## src/rtl/mips_pkg.sv

```systemverilog
// Shared MIPS datapath constants: register-file geometry and named register indices.
package mips_pkg;

  localparam int unsigned DATA_W   = 32;
  localparam int unsigned NUM_REGS = 32;
  localparam int unsigned ADDR_W   = 5;

  localparam logic [4:0] REG_ZERO = 5'd0;
  localparam logic [4:0] REG_SP   = 5'd29;
  localparam logic [4:0] REG_RA   = 5'd31;

endpackage : mips_pkg

```

## src/rtl/reg_read_port.sv

```systemverilog
// One combinational register-file read port with same-cycle write-through bypass.
module reg_read_port #(
  parameter int unsigned DATA_W = mips_pkg::DATA_W,
  parameter int unsigned ADDR_W = mips_pkg::ADDR_W
) (
  input  logic [ADDR_W-1:0] i_read_idx,
  input  logic              i_write,
  input  logic [ADDR_W-1:0] i_write_idx,
  input  logic [DATA_W-1:0] i_write_data,
  input  logic [DATA_W-1:0] i_store_word,
  output logic [DATA_W-1:0] o_read_data
);
  import mips_pkg::*;

  logic w_zero_sel;
  logic w_bypass;

  // Register 0 always reads zero; otherwise an in-flight write to the same index wins over storage.
  always_comb begin
    w_zero_sel = (i_read_idx == ADDR_W'(REG_ZERO));
    w_bypass   = i_write && (i_write_idx == i_read_idx) && (i_write_idx != ADDR_W'(REG_ZERO));
    if (w_zero_sel) begin
      o_read_data = '0;
    end else if (w_bypass) begin
      o_read_data = i_write_data;
    end else begin
      o_read_data = i_store_word;
    end
  end

endmodule : reg_read_port

```

## src/rtl/register_file_wb.sv

```systemverilog
// MIPS write-back register file: 32 GPRs, two bypassed read ports, a committed-state
// debug port and a wrapping count of committed writes.
module register_file_wb #(
  parameter int unsigned DATA_W   = mips_pkg::DATA_W,
  parameter int unsigned NUM_REGS = mips_pkg::NUM_REGS,
  parameter int unsigned ADDR_W   = mips_pkg::ADDR_W
) (
  input  logic              Clk,
  input  logic              Rst,
  input  logic              Write,
  input  logic [ADDR_W-1:0] WriteRegister,
  input  logic [DATA_W-1:0] WriteData,
  input  logic [ADDR_W-1:0] ReadRegister1,
  input  logic [ADDR_W-1:0] ReadRegister2,
  output logic [DATA_W-1:0] ReadData1,
  output logic [DATA_W-1:0] ReadData2,
  input  logic [ADDR_W-1:0] DebugRegister,
  output logic [DATA_W-1:0] DebugData,
  output logic [15:0]       WriteCount
);
  import mips_pkg::*;

  logic [DATA_W-1:0] r_regs [NUM_REGS];
  logic [15:0]       r_wcount;
  logic              w_commit;
  logic [DATA_W-1:0] w_word1;
  logic [DATA_W-1:0] w_word2;

  // A write commits only when strobed and not aimed at the hardwired zero register.
  always_comb begin
    w_commit = Write && (WriteRegister != ADDR_W'(REG_ZERO));
  end

  // Storage update; register 0 is never written so it stays at its reset value of zero.
  always_ff @(posedge Clk or negedge Rst) begin
    if (!Rst) begin
      r_regs <= '{default: '0};
    end else if (w_commit) begin
      r_regs[WriteRegister] <= WriteData;
    end
  end

  // Committed-write counter, wrapping naturally at 16 bits.
  always_ff @(posedge Clk or negedge Rst) begin
    if (!Rst) begin
      r_wcount <= '0;
    end else if (w_commit) begin
      r_wcount <= r_wcount + 16'd1;
    end
  end

  // Storage words feeding the read ports and the unbypassed debug view.
  always_comb begin
    w_word1   = r_regs[ReadRegister1];
    w_word2   = r_regs[ReadRegister2];
    DebugData = r_regs[DebugRegister];
  end

  assign WriteCount = r_wcount;

  reg_read_port #(
    .DATA_W (DATA_W),
    .ADDR_W (ADDR_W)
  ) u_port1 (
    .i_read_idx   (ReadRegister1),
    .i_write      (Write),
    .i_write_idx  (WriteRegister),
    .i_write_data (WriteData),
    .i_store_word (w_word1),
    .o_read_data  (ReadData1)
  );

  reg_read_port #(
    .DATA_W (DATA_W),
    .ADDR_W (ADDR_W)
  ) u_port2 (
    .i_read_idx   (ReadRegister2),
    .i_write      (Write),
    .i_write_idx  (WriteRegister),
    .i_write_data (WriteData),
    .i_store_word (w_word2),
    .o_read_data  (ReadData2)
  );

endmodule : register_file_wb

```

## config.mk

```make
export PLATFORM = sky130hd
export DESIGN_NAME = register_file_wb
export DESIGN_NICKNAME = d
export VERILOG_FILES = /design/src/rtl/mips_pkg.sv /design/src/rtl/reg_read_port.sv /design/src/rtl/register_file_wb.sv
export SDC_FILE = /design/constraint.sdc
export NUM_CORES = 2
export LEC_CHECK = 0
export ABC_AREA = 0
export BUFFER_PORTS_ARGS = -buffer_cell sky130_fd_sc_hd__buf_2
export CAP_MARGIN = 0
export CORE_AREA = 2 2 390 392
export CTS_CLUSTER_DIAMETER = 60
export DETAILED_ROUTE_END_ITERATION = 8
export DIE_AREA = 0 0 392 394
export PLACE_DENSITY_LB_ADDON = 0.08
export SETUP_SLACK_MARGIN = 0.5
export SLEW_MARGIN = 5
export SYNTH_ARGS = -nofsm -noshare
export SYNTH_HDL_FRONTEND = slang
export SYNTH_SLANG_ARGS = --single-unit
```

## constraint.sdc

```tcl
create_clock -name Clk -period 4.2 [get_ports Clk]
set_input_delay 0.21 -clock Clk [delete_from_list [all_inputs] [get_ports Clk]]
set_output_delay 0.21 -clock Clk [all_outputs]
set_load 0.05 [all_outputs]
```

Yosys cells after proc, flatten, opt, wreduce, memory -nomap -nowiden --
Cells that the tools add are included.
Word-level totals: input bits 55, word-level logic and storage cells 70, output and inout port bits 112, register bits after elaboration 1040
Cells by class: add/subtract/negate cells 1, bitwise gates (word level) 4, reductions and logical operators 9, order comparisons 5, eq/ne operators 2, multiplexer cells 16
Operators with widths (number):
- $bwmux 1024 | 1
- $bmux 32 s5 | 3
- $mux 32 | 11
- $demux 32 s5 | 1
- $ge 6x6->1 const B | 4
- $not 5->6 | 4
- $add 16x1->16 const B | 1
- $eq 5x5->1 | 2
- $logic_not 5->1 | 2
- $logic_and 1x1->1 | 6
- $lt 6x1->1 const B | 1
- $reduce_bool 5->1 | 1

Longest topological paths before layout --
depth in word-level cells 6, gate-level depth with buffers 10, mapped depth without buffers 5

Cells and area by module --
Synthesis repeated with hierarchy kept, for this count alone.
Unflattened totals: cell total of the unflattened synthesis 6055, area, all modules 66296.1 um2
Modules (own cells, without submodules):
- register_file_wb | instances 1, area each 64834.7 um2, cells an instance 5827, sequential area each 26025.0 um2
- reg_read_port | instances 2, area each 730.7 um2, cells an instance 114, sequential area each 0.0 um2

Least setup slack after synthesis --
Ideal clock, no wire load.
path kind input -> output, start point input ReadRegister2[1], end point output ReadData2[30], required time 3990 ps, setup slack 877 ps, stages 7, arrival time 3113 ps, buffers on the path 5, path through buf_4 buf_2 buf_2 buf_2 clkbuf_1 nor3_1 o311ai_0
On the way: word-level cells in the longest chain between the ends 6, elaborated cells on any way between the ends 10, classes of those cells 1 x eq/ne; 5 x mux; 1 x bitwise; 3 x reduce/logical
RTL lines:
- from (decl) | line register_file_wb.sv:14 | input logic [ADDR_W-1:0] ReadRegister2,
- $not 5->6 (not written as such) | line register_file_wb.sv:55 | w_word2 = r_regs[ReadRegister2];
- $bmux 32 s5 | line register_file_wb.sv:55
- $mux 32 (not written as such) (2 in a row) | line register_file_wb.sv:55
- $mux 32 | line reg_read_port.sv:24 | end else if (w_bypass) begin
- $mux 32 (*) | line reg_read_port.sv:22 | if (w_zero_sel) begin
- to (decl) | line register_file_wb.sv:16 | output logic [DATA_W-1:0] ReadData2,
Mark *: on every way between the ends. The rest lies on a longest branch, timed or not. The select of a mux whose other input is x is not followed.

Worst setup path in the final report --
start point register r_regs[947] (netlist name), end point output ReadData1[19]
On the way: word-level cells in the longest chain between the ends 5
RTL lines:
- from (decl) | line register_file_wb.sv:23 | logic [DATA_W-1:0] r_regs [NUM_REGS];
- from (signal, indexed assignment) | line register_file_wb.sv:39 | r_regs[WriteRegister] <= WriteData;
- $bmux 32 s5 | line register_file_wb.sv:54 | w_word1 = r_regs[ReadRegister1];
- $mux 32 (not written as such) (2 in a row) | line register_file_wb.sv:54
- $mux 32 | line reg_read_port.sv:24
- $mux 32 | line reg_read_port.sv:22
- to (decl) | line register_file_wb.sv:15 | output logic [DATA_W-1:0] ReadData1,
No other way between the ends. The select of a mux whose other input is x is not followed.

==> run metrics <==
run status complete, no violations; largest net degree at the start of global routing 106; cts bufs inserted 137; max cap viols 0; sw frac a little under a third; PortBufs between 150 and 200; Critical R2R Launch WriteCount[2]; R2R Setup Slk roughly 2400 ps; TNS Setup 0 ps; final worst slack between 800 and 900 ps; post-place setup slack 810 ps; chip width between 300 and 400 um; Worst Path Required 3990 ps; first-pass GRT wire length about 350 mm; Reg power frac just over 40%; Rel. slew slack approximately a fifth; Yosys top cell area share between 40% and 50%; number of synthesized flops with an enable pin 0; TritonCTS clock tree yes; endpoints failing setup 0; Rows between 100 and 150; Post-synth ARST share 100%; HP Class input pin to async pin; routability cong. 0.824; DR pass1 iterations 5; Final Hold Vio Count 0; Synth area leader dfrtp_1; top_reg_cell synth dfrtp_1; Hold WS roughly 100 ps; final WL about 240 mm; register area share after synthesis around two fifths; placed cell count between 6,000 and 7,000; post-synthesis register bit count between 1,000 and 1,500; Util after Layout about 48%; Skew-Pair Late Insertion Delay between 700 and 800 ps; critical path arrival about 3200 ps; synthesized cell area 0.0643 mm^2; DRT iter0 DRCs about 4,200; Max Root-Sink Buffers 3; Tmin final ~3400 ps; GR Overflow Total 0; Pleak about 30 nW; Period Utilization, post-route between 80% and 90%; syn_nets around 4,700; core box area around 0.15 mm^2; Logic pwr share approximately 26%; yosys warns 0; Via density about 6.6; clk sink count ~1,000; RSZ-0062 raised after global routing false; Layout Area Growth over Synthesis 12.5%; PD cells about 480 mW/mm^2; Detail Route Antenna Nets 0; Peak supply drop just over 0.4 mV; CP Launch Type flip-flop; worst slew pin tran approximately 1200 ps; Worst-path clk slew roughly 50 ps; gr usage total between 30% and 40%; Synth area leaders dfrtp_1 (40%), mux2_2 (23%), mux4_2 (22%), mux2i_1 (2.0%), clkbuf_1 (1.9%); Pins Over Slew Limit 0; Int Power 23.7 mW; final std cells w/o fill slightly below 7,000; fin nets ~4,700; syn_area_per_cell ~14 um^2; I/O pin cnt ~170; crit-path max FO 4; sw power approximately 11 mW; CP Capture Type output port; root buffer cell clkbuf_16; Reg2Reg Capture Point WriteCount[15]; fmax 297 MHz; placed wire-length estimate between 100 and 150 mm; ratio of cells with drive above 1 in the final layout between 50% and 60%; number of global-route vias before repair approximately 45,000; R2R cell count 6; htree depth 4; post-synthesis cell count 4,679; DRC errors left 0; initial antenna violation count 3; Final Cell Area 0.0724 mm^2; Die Ht roughly 390 um; initial core utilization around 43%; routed len/inst 35.3 um; dpl cell area between 0.06 and 0.07 mm^2; Total Power roughly 34 mW; Die Area around 0.15 mm^2; WS Path Type flip-flop to output port; Clock Skew ~6.4 ps; Clock Power Share 33.8%; vias ~45,000; Distinct cells, synth 42
## cells by family after synthesis
group | synth area share, %
fa+ha+maj | 0.0194
simple gates | 4.60
flops | 40.5
compound gates | 4.52
mux | 46.4
xor+xnor | 0.340
buf+inv | 3.70
## cell usage in the layout, fill, tap and decap left out, drive strengths merged, types with 3 or more instances in the layout
| master | Yosys | routed |
|---|---|---|
| and3 | 5 | 5 |
| mux4 | 615 | 615 |
| dfrtp | 1040 | 1040 |
| buf | 219 | 359 |
| nor2b | 138 | 138 |
| a21oi | 49 | 49 |
| nand3b | 5 | 5 |
| a211oi | 110 | 110 |
| or3 | 3 | 3 |
| xor2 | 12 | 12 |
| o32ai | 11 | 11 |
| inv | 5 | 10 |
| clkbuf | 329 | 195 |
| nor4 | 87 | 87 |
| a2111oi | 33 | 33 |
| o22ai | 158 | 158 |
| mux2 | 1304 | 1304 |
| mux2i | 128 | 128 |
| nand4 | 6 | 6 |
| nand2 | 40 | 40 |
| dlygate4sd3 | 0 | 3 |
| o21ai | 79 | 79 |
| bufinv | 0 | 4 |
| nand3 | 8 | 8 |
| nor3b | 15 | 15 |
| nor3 | 83 | 83 |
| xnor2 | 13 | 13 |
| nand2b | 7 | 7 |
| or2 | 5 | 5 |
| nor2 | 157 | 157 |
| clkinvlp | 0 | 7 |
| clkinv | 1 | 30 |
## worst max path at each step
stage                          start            end  slack, ps  cells after the start
detailed placement  ReadRegister1[1]  ReadData1[19]        810                      8
global placement    ReadRegister1[1]  ReadData1[19]        780                      8
global route             r_regs[267]  ReadData2[11]        760                      6
floorplan           ReadRegister2[1]  ReadData2[30]        880                      7
finish                   r_regs[947]  ReadData1[19]        830                      6
CTS                      r_regs[819]  ReadData1[19]        690                      6
## flip-flops by register name, summed over array words and instances (netlist names)
| name | count |
|---|---|
| WriteCount | 16 |
| r_regs | 1024 |
## power by group through the flow
| stage | sequential [mW] | clock (mW) | combinational (mW) |
|---|---|---|---|
| CTS | 13.8 | 11.9 | 8.91 |
| global placement | 13.9 | 0 | 8.79 |
| global route | 14.1 | 12.3 | 9.42 |
| finish | 13.9 | 11.6 | 8.89 |
| floorplan | 13.4 | 0 | 6.74 |
| detailed placement | 13.9 | 0 | 8.87 |
## per-layer routing
| metal | track usage (%) | vias to the layer above | part of all wire, % |
|---|---|---|---|
| li1 | - | 18200 | - |
| met2 | 48.8 | 1735 | 47 |
| met1 | 43.9 | 24300 | 43 |
| met4 | 10.6 | 2 | 3.6 |
| met5 | 0 | - | 0.0042 |
| met3 | 4.82 | 388 | 6.0 |
## repair_timing
action | CTS | global route
setup buffers | 0 | 0
hold buffers | 3 | 0
gates resized for setup | 0 | 0
endpoints found under the hold margin | 75 | 0
## cells in the mapped netlist, types with 3 or more instances
cell type,count
or2_2,5
xor2_1,12
mux2_2,1304
a211oi_1,110
mux4_2,615
and3_1,5
nor3b_1,15
clkbuf_1,329
nand2_1,40
nand2b_1,7
or3_1,3
buf_6,7
nor4_1,87
a21oi_1,49
inv_1,5
a2111oi_0,33
mux2i_1,128
o21ai_0,79
nand3b_1,5
buf_2,128
o22ai_1,158
nand4_1,6
nand3_1,8
buf_4,23
xnor2_1,13
buf_1,61
nor2_1,157
dfrtp_1,1040
nor3_1,83
nor2b_1,138
o32ai_1,11
## area by class of cell
cell class | instances | area (um^2)
tap | 2030 | 2540
inverter | 6 | 25.0
fill | 13400 | 78300
sequential | 1040 | 26000
timing repair buffer | 362 | 3120
clock inverter | 45 | 384
multi-input combinational | 3085 | 36200
antenna | 2 | 5.00
clock buffer | 195 | 4040
## critical path: stages (launching register included)
cell and delay, ps:
dfrtp_1 420, mux4_2 470, nor2_1 110, nor3_1 70, nor4_1 890, a21oi_1 170
buf_2 260
Power figures use the tool's default switching activity.
